[config.mk]
export PLATFORM = sky130hd
export DESIGN_NAME = stock_result_arbiter
export DESIGN_NICKNAME = d
export VERILOG_FILES = /design/src/rtl/stock_result_arbiter.sv
export SDC_FILE = /design/constraint.sdc
export NUM_CORES = 1
export LEC_CHECK = 0
export BUFFER_PORTS_ARGS = -buffer_cell sky130_fd_sc_hd__buf_4
export CAP_MARGIN = 30
export CELL_PAD_IN_SITES_DETAIL_PLACEMENT = 2
export CELL_PAD_IN_SITES_GLOBAL_PLACEMENT = 2
export CORE_MARGIN = 2
export CORE_UTILIZATION = 25
export DETAILED_ROUTE_END_ITERATION = 10
export HOLD_SLACK_MARGIN = 0.1
export PLACE_DENSITY_LB_ADDON = 0.1
export SYNTH_ARGS = -nofsm -noshare
export SYNTH_HDL_FRONTEND = slang
export SYNTH_SLANG_ARGS = --single-unit
export TNS_END_PERCENT = 5
[constraint.sdc]
create_clock -name clk -period 9.87 [get_ports clk]
set_input_delay 1.4805 -clock clk [delete_from_list [all_inputs] [get_ports clk]]
set_output_delay 1.4805 -clock clk [all_outputs]
set_load 0.05 [all_outputs]
[src/rtl/stock_result_arbiter.sv]
`default_nettype none
// ============================================================================
// Module   : stock_result_arbiter
// Purpose  : N-channel result collector. Each channel's one-cycle result
//            strobe is captured into a holding register. A round-robin arbiter
//            moves pending results into a tagged show-ahead FIFO that drives
//            a valid/ready output stream.
// Ports    : clk, rst_n        - clock, asynchronous active-low reset
//            in_valid/in_data  - per-channel strobes and packed data slices
//            out_valid/out_data/out_ch/out_ready - tagged output stream
//            overrun/clear_ovr - sticky per-channel overwrite flags and clear
//            fifo_count        - current output FIFO occupancy
// Revision : 1.0 - initial release
// ============================================================================
module stock_result_arbiter #(
    parameter int N_CH       = 11,
    parameter int DATA_W     = 40,
    parameter int FIFO_DEPTH = 4,
    parameter int ID_W       = 4
) (
    input  logic                          clk,
    input  logic                          rst_n,
    input  logic [N_CH-1:0]               in_valid,
    input  logic [N_CH*DATA_W-1:0]        in_data,
    output logic                          out_valid,
    output logic [DATA_W-1:0]             out_data,
    output logic [ID_W-1:0]               out_ch,
    input  logic                          out_ready,
    output logic [N_CH-1:0]               overrun,
    input  logic                          clear_ovr,
    output logic [$clog2(FIFO_DEPTH):0]   fifo_count
);

    localparam int PTR_W = $clog2(FIFO_DEPTH);
    localparam int CNT_W = PTR_W + 1;

    localparam logic [ID_W-1:0]  c_last_ch = ID_W'(N_CH - 1);
    localparam logic [CNT_W-1:0] c_depth   = CNT_W'(FIFO_DEPTH);

    // ------------------------------------------------------------------
    // State
    // ------------------------------------------------------------------
    logic [N_CH-1:0]   pend_q,       pend_d;
    logic [N_CH-1:0]   ovr_q,        ovr_d;
    logic [ID_W-1:0]   last_grant_q, last_grant_d;
    logic [PTR_W-1:0]  wr_ptr_q,     wr_ptr_d;
    logic [PTR_W-1:0]  rd_ptr_q,     rd_ptr_d;
    logic [CNT_W-1:0]  count_q,      count_d;

    // Datapath storage; never observable before being written, so unreset.
    logic [DATA_W-1:0] hold_q     [N_CH];
    logic [DATA_W-1:0] hold_d     [N_CH];
    logic [DATA_W-1:0] mem_data_q [FIFO_DEPTH];
    logic [DATA_W-1:0] mem_data_d [FIFO_DEPTH];
    logic [ID_W-1:0]   mem_ch_q   [FIFO_DEPTH];
    logic [ID_W-1:0]   mem_ch_d   [FIFO_DEPTH];

    // ------------------------------------------------------------------
    // Arbitration / handshake wires
    // ------------------------------------------------------------------
    logic [ID_W-1:0]   search_start;
    logic              grant_found;
    logic [ID_W-1:0]   grant_idx;
    logic              pop;
    logic              can_push;
    logic              push;
    logic [N_CH-1:0]   grant_hit;
    logic [DATA_W-1:0] push_data;

    assign out_valid  = (count_q != '0);
    assign pop        = out_valid & out_ready;
    // A full FIFO still accepts a push when the head leaves in the same cycle.
    assign can_push   = (count_q != c_depth) | pop;
    assign push       = grant_found & can_push;
    assign overrun    = ovr_q;
    assign fifo_count = count_q;

    // Head is gated so the stream reads zero whenever the FIFO is empty.
    assign out_data = out_valid ? mem_data_q[rd_ptr_q] : '0;
    assign out_ch   = out_valid ? mem_ch_q[rd_ptr_q]   : '0;

    // Round-robin search over registered pend only. First pass takes the
    // lowest pending channel at or above the start point; the second pass
    // handles the wrap by taking the lowest pending channel overall.
    always_comb begin : p_arbiter
        search_start = (last_grant_q == c_last_ch) ? '0 : last_grant_q + ID_W'(1);
        grant_found  = 1'b0;
        grant_idx    = '0;
        for (int k = 0; k < N_CH; k++) begin
            if (!grant_found && pend_q[k] && (ID_W'(k) >= search_start)) begin
                grant_found = 1'b1;
                grant_idx   = ID_W'(k);
            end
        end
        for (int k = 0; k < N_CH; k++) begin
            if (!grant_found && pend_q[k]) begin
                grant_found = 1'b1;
                grant_idx   = ID_W'(k);
            end
        end
    end

    always_comb begin : p_grant_decode
        grant_hit = '0;
        push_data = '0;
        for (int k = 0; k < N_CH; k++) begin
            if (push && (grant_idx == ID_W'(k))) begin
                grant_hit[k] = 1'b1;
                push_data    = hold_q[k];
            end
        end
    end

    // Capture, pending and overrun update. A grant and a capture on the same
    // channel push the old data while the new data stays pending.
    always_comb begin : p_channel_next
        pend_d = pend_q;
        ovr_d  = clear_ovr ? '0 : ovr_q;
        hold_d = hold_q;
        for (int k = 0; k < N_CH; k++) begin
            if (grant_hit[k]) begin
                pend_d[k] = 1'b0;
            end
            if (in_valid[k]) begin
                hold_d[k] = in_data[k*DATA_W +: DATA_W];
                pend_d[k] = 1'b1;
                // An overrun event overrides a same-cycle clear.
                if (pend_q[k] && !grant_hit[k]) begin
                    ovr_d[k] = 1'b1;
                end
            end
        end
        last_grant_d = push ? grant_idx : last_grant_q;
    end

    always_comb begin : p_fifo_next
        mem_data_d = mem_data_q;
        mem_ch_d   = mem_ch_q;
        wr_ptr_d   = wr_ptr_q;
        rd_ptr_d   = rd_ptr_q;
        count_d    = count_q;
        if (push) begin
            mem_data_d[wr_ptr_q] = push_data;
            mem_ch_d[wr_ptr_q]   = grant_idx;
            wr_ptr_d             = wr_ptr_q + PTR_W'(1);
        end
        if (pop) begin
            rd_ptr_d = rd_ptr_q + PTR_W'(1);
        end
        case ({push, pop})
            2'b10:   count_d = count_q + CNT_W'(1);
            2'b01:   count_d = count_q - CNT_W'(1);
            default: count_d = count_q;
        endcase
    end

    // ------------------------------------------------------------------
    // Registers
    // ------------------------------------------------------------------
    always_ff @(posedge clk or negedge rst_n) begin : p_ctrl_regs
        if (!rst_n) begin
            pend_q       <= '0;
            ovr_q        <= '0;
            last_grant_q <= c_last_ch;
            wr_ptr_q     <= '0;
            rd_ptr_q     <= '0;
            count_q      <= '0;
        end else begin
            pend_q       <= pend_d;
            ovr_q        <= ovr_d;
            last_grant_q <= last_grant_d;
            wr_ptr_q     <= wr_ptr_d;
            rd_ptr_q     <= rd_ptr_d;
            count_q      <= count_d;
        end
    end

    always_ff @(posedge clk) begin : p_data_regs
        hold_q     <= hold_d;
        mem_data_q <= mem_data_d;
        mem_ch_q   <= mem_ch_d;
    end

endmodule
`default_nettype wire

# Word level (Yosys, flattened, before mapping)
# Index checks and enable logic that the tools add are counted.
[classes]
n_addsub = 5
order_cmp = 14
eq_ne = 14
n_mux = 126
n_bitwise = 5
reduce_logical = 101
[op_table]
columns = ["op", "count"]
rows = [
  ["$mux W40", 15],
  ["$bwmux W160", 1],
  ["$mux W4", 25],
  ["$bmux W40 S2", 1],
  ["$demux W40 S2", 1],
  ["$mux W1", 78],
  ["$logic_and A1 B1 Y1", 55],
  ["$logic_not A1 Y1", 32],
  ["$reduce_bool A2 Y1", 12],
  ["$bwmux W16", 1],
  ["$eq A4 B3 Y1 const B", 4],
  ["$eq A4 B4 Y1 const B", 4],
  ["$ge A3 B4 Y1 const A", 4],
  ["$ge A4 B4 Y1 const A", 3],
  ["$mux W11", 1],
  ["$bmux W4 S2", 1],
  ["$demux W4 S2", 1],
  ["$eq A4 B2 Y1 const B", 2],
  ["$ge A1 B4 Y1 const A", 2],
  ["$ge A2 B4 Y1 const A", 2],
  ["$ge A3 B3 Y1 const B", 2],
  ["$not A2 Y3", 2],
  ["$pmux W3 S2", 1],
  ["$add A2 B1 Y2 const B", 2],
  ["other kinds (12)", 13],
]
[word_totals]
reg_bits = 649
inputBits = 455
output_inout_bits = 59

# Depth between registers and ports, before layout
[logic_depth]
word_depth = 92
mapped_depth = 16
ltp_nobuf = 10

# Worst setup path before layout
# No wires, ideal clock.
[synth_timing]
path_kind = "input to register"
from = "input port out_ready"
to = "register mem_ch_q[0] in the netlist's numbering, enable pin"
setup_ps = 446
arrival_time_ps = 4114
required_ps = 9424
slack_ps = 5310
cell_stages = 5
cell_sequence = "nor4b_1 a41o_1 buf_1 clkbuf_1 nor2_1"
[synth_via]
elab_chain_cells = 3
[synth_rtl]
columns = ["item", "line", "rtl"]
rows = [
  ["from (decl)", "28", "input logic out_ready,"],
  ["$and A1 B1 Y1", "71", "assign pop = out_valid & out_ready;"],
  ["$or A1 B1 Y1", "73", "assign can_push = (count_q != c_depth) | pop;"],
  ["$and A1 B1 Y1", "74", "assign push = grant_found & can_push;"],
  ["to (signal assigned)", "181", "mem_ch_q <= mem_ch_d;"],
  ["to (decl)", "55", "logic [ID_W-1:0] mem_ch_q [FIFO_DEPTH];"],
]
# No other way between the ends.
# A chain may end at the register's enable or synchronous reset.

# Final worst setup path
[layout_timing]
from = "register last_grant_q[2]"
to = "register mem_data_q[48] in the netlist's numbering, data pin"
[layout_via]
elab_chain_cells = 92
[layout_rtl]
columns = ["item", "line", "rtl"]
rows = [
  ["from (decl)", "45", "logic [ID_W-1:0] last_grant_q, last_grant_d;"],
  ["from (signal assigned)", "164", "last_grant_q <= c_last_ch;"],
  ["from (signal assigned)", "171", "last_grant_q <= last_grant_d;"],
  ["$add A4 B1 Y4 or $eq A4 B4 Y1 (tied branches)", "86", "search_start = (last_grant_q == c_last_ch) ? '0 : last_grant_q + ID_W'(1);"],
  ["$mux W4 (*)", "86", ""],
  ["$ge A1 B4 Y1", "90", "if (!grant_found && pend_q[k] && (ID_W'(k) >= search_start)) begin"],
  ["$logic_and A1 B1 Y1", "90", ""],
  ["$mux W1", "90", ""],
  ["$logic_not A1 Y1", "90", ""],
  ["$logic_and A1 B1 Y1 (2 in a row)", "90", ""],
  ["$mux W1", "90", ""],
  ["[... 67 more ...]", "n/a", ""],
  ["$logic_and A1 B1 Y1", "96", "if (!grant_found && pend_q[k]) begin"],
  ["$mux W4 or $mux W1 (tied branches)", "96", ""],
  ["$logic_not A4 Y1 or $and A1 B1 Y1 (tied branches)", "107, 74", ""],
  ["$logic_and A1 B1 Y1", "107", "if (push && (grant_idx == ID_W'(k))) begin"],
  ["$mux W40 (10 in a row)", "107", ""],
  ["$mux W40 (*)", "107", ""],
  ["net push_data[8]", "68", "logic [DATA_W-1:0] push_data;"],
  ["$bwmux W160 (*)", "143", "mem_data_d[wr_ptr_q] = push_data;"],
  ["to (signal assigned)", "180", "mem_data_q <= mem_data_d;"],
  ["to (decl)", "53", "logic [DATA_W-1:0] mem_data_q [FIFO_DEPTH];"],
]
# Mark *: on every way through the listed nets, which the timed path passes. The rest lies on a longest branch.

==> run summary <==
Routed length per placed instance -> 31.32 µm
Final setup fails -> 0
FF-to-FF Start -> last_grant_q[2]
Chip width -> 330.6 µm
Post-CTS Resized -> 0
DRC -> 0
Die ar. -> 109300 µm²
Share of post-route cells with drive strength above 1 -> 0.3586
Slowest-stage cell, CP -> a221oi_1
Unrepaired setup endpoints after global routing -> false
FF-to-FF path depth -> 13
DIE HEIGHT -> 330.6 µm
Syn Area/Cell -> 15.62 µm²
Number of global-route vias before repair -> 19100
Worst path max stage delay -> 1030 ps
Post CTS Setup Buffer Count -> 0
Slew headroom -> 0.1860
Status -> finished clean
Routed vias/inst -> 4.864
Async S/R FF share, synth -> 0.05085
Hold Buf Count CTS -> 0
Crit end category -> flop
Area of the core -> 105600 µm²
Routed WL -> 114700 µm
Total track usage -> 0.2064
Max_cap viols -> 0
Critical-path cell list -> nor2b_1 > a221o_1 > o211ai_1 > o22a_2 > buf_4 > o21a_2 > buf_4 > inv_4 > nor4_2 > buf_4 > a21oi_1 > a221oi_1 > o41ai_2
CTS tree -> built
Final #Nets -> 2667
Commonest non-fill, non-tap cell in the layout -> edfxtp_1
Sum Neg Setup Slack -> 0 ps
Clock Latency Late Sink -> 660 ps
TritonCTS Buffers -> 78
Yosys top cell area share -> 0.6935
Max Clk Rate -> 153.0 MHz
Placer Congestion -> 0.8037
Final period util -> 0.6623
Most used cell, CP -> buf_4
Levels on crit path -> 13
Min-Delay Path Class -> reg -> reg
Gate count of the mapped netlist -> 1707
Largest net degree at the start of global routing -> 52
CP startpoint -> last_grant_q[2]
Worst-margin pin slew -> 1221 ps
Final Hold Viols -> 0
Worst EP required -> 10210 ps
CTS sink count -> 649
Clock Pin Slew Worst Setup and Hold Paths -> 60 ps
Worst-path maximum fanout -> 51
Critical Path AT -> 6870 ps
Root Buffer -> clkbuf_16
Commonest cells after routing, fill and taps aside -> 616 x edfxtp_1, 540 x buf_4, 86 x o22ai_1
Min-delay src -> fifo_count[2]
Met1 GRT Util -> 0.2950
First-pass GRT wire length -> 155600 µm
Initial DRC Count -> 1531
Grt ovf -> 0
Ys Warns -> 0
Dominant cell type by area after synthesis -> edfxtp_1
Buf+Inv Stages, Crit Path -> 4
Final HPWL DP -> 84160 µm
Top cell family by delay on the critical path -> compound AO/OA/AOI/OAI gates
Yosys cell types -> 92
DR vias -> 17820
#FFs+latches synth -> 649
First-pass iteration count of the detailed router -> 7
Initial Utilization -> 0.2527
GRT busiest layer -> met2
Clk buf depth -> 3
Post-synth EDFFs -> 616
FP Rows -> 119
Met3 global-route usage -> 0.04719
IO Count -> 514
WS Path Type -> reg -> reg
Max-slew violations -> 0
Post-Syn Nets -> 2168
Top cells by area, synth -> edfxtp_1 69%, mux4_2 3.7%, dfrtp_1 2.9%
Layout area overhead -> 29.20%
Final design utilization -> 0.3264
Worst Setup Start Kind -> flop
Sequential share of the synthesized area -> 0.7246
IO buf count -> 513
Clock skew -> 29.88 ps
Ys flop type -> edfxtp_1
Synthesized area -> 26670 µm²
Detail Route Antenna Nets -> 0
Met2 usage in global routing -> 0.3144
Final worst path period need -> 6537 ps
Worst hold stages -> 1
H-tree depth -> 3
Initial antenna violation count -> 16
==> flip-flops by register name, indices dropped and copies added, names as in the netlist <==
register      cells
mem_data_q      160
pend_q           11
wr_ptr_q          2
mem_ch_q         16
rd_ptr_q          2
last_grant_q      4
hold_q          440
overrun          11
fifo_count        3
==> Yosys cell counts (7+ instances only) <==
library cell / instances
a22oi_1: 9
and3_1: 17
mux4_2: 44
o221ai_1: 7
or4_1: 18
a211oi_1: 10
o21a_1: 7
o31ai_1: 8
a31oi_1: 20
inv_1: 42
or2_2: 19
and4_1: 8
o21ai_0: 40
a222oi_1: 7
o211ai_1: 19
clkbuf_1: 58
a221o_1: 7
a32oi_1: 7
a21o_1: 13
mux2i_1: 16
buf_4: 10
and2_1: 46
a311oi_1: 17
dfrtp_1: 31
a2bb2oi_2: 17
a21oi_1: 72
buf_1: 10
nor3b_1: 7
nor2_1: 66
buf_6: 8
edfxtp_1: 616
or3_1: 20
nand2_1: 62
o22ai_1: 86
buf_2: 41
nor2_2: 17
nor3_1: 35
o22a_1: 7
nand3_1: 56
==> cells by family (layout without fill, tap and decap cells) <==
group                      count (synthesis)  in the layout  share of synthesized area
xor gates and xnor gates                   7              7                   0.002299
and+or+nand+nor                          407            407                    0.08421
adders and majority gates                  6              6                   0.003096
AOI/OAI and AO/OA                        402            402                     0.1106
DFF                                      649            649                     0.7246
other                                      0              5                          0
buffers and inverters                    170            730                    0.02951
muxes                                     66             66                    0.04569
==> final timing paths <==
path	to	slack [ps]
worst max-delay path	mem_data_q[48]	3330
worst min-delay path	fifo_count[2]	520
worst max register to register	mem_data_q[48]	3330
worst min register to register	fifo_count[2]	520
max in group asynchronous	rd_ptr_q[0]	8610
min in group asynchronous	overrun[8]	840
==> metrics by stage <==
| step | worst slack [ps] | hold slack (ps) | cells | instance area, µm² |
|---|---|---|---|---|
| 2_1_floorplan | 5310 | 498.0 | 1707 | 26670 |
| 3_3_place_gp | 3542 | 505.5 | 3511 | 31930 |
| 3_5_place_dp | 3409 | 513.9 | 3514 | 31990 |
| 4_1_cts | 3417 | 526.2 | 3655 | 34430 |
| 5_1_grt | 3045 | 556.3 | 3662 | 34460 |
| 6_report | 3333 | 524.5 | 3663 | 34460 |
==> final cells by class <==
cell class	count	area [µm²]
Clock inverter	49	415.4
Antenna cell	5	12.51
Clock buffer	92	2026
Tap cell	1391	1740
Multi-Input combinational cell	888	6645
Fill cell	10790	71100
Sequential cell	649	19330
Inverter	43	163.9
Timing Repair Buffer	546	4126
==> routing by layer <==
layer / vias to the layer above / part of all wire
met1: 9286 / 0.47
met5: - / 0.00074
met2: 595 / 0.45
met4: 12 / 0.022
met3: 132 / 0.057
li1: 7792 / -
Power is not shown: default switching activity piles up to over one toggle a cycle in this logic, so the estimate is an artifact.
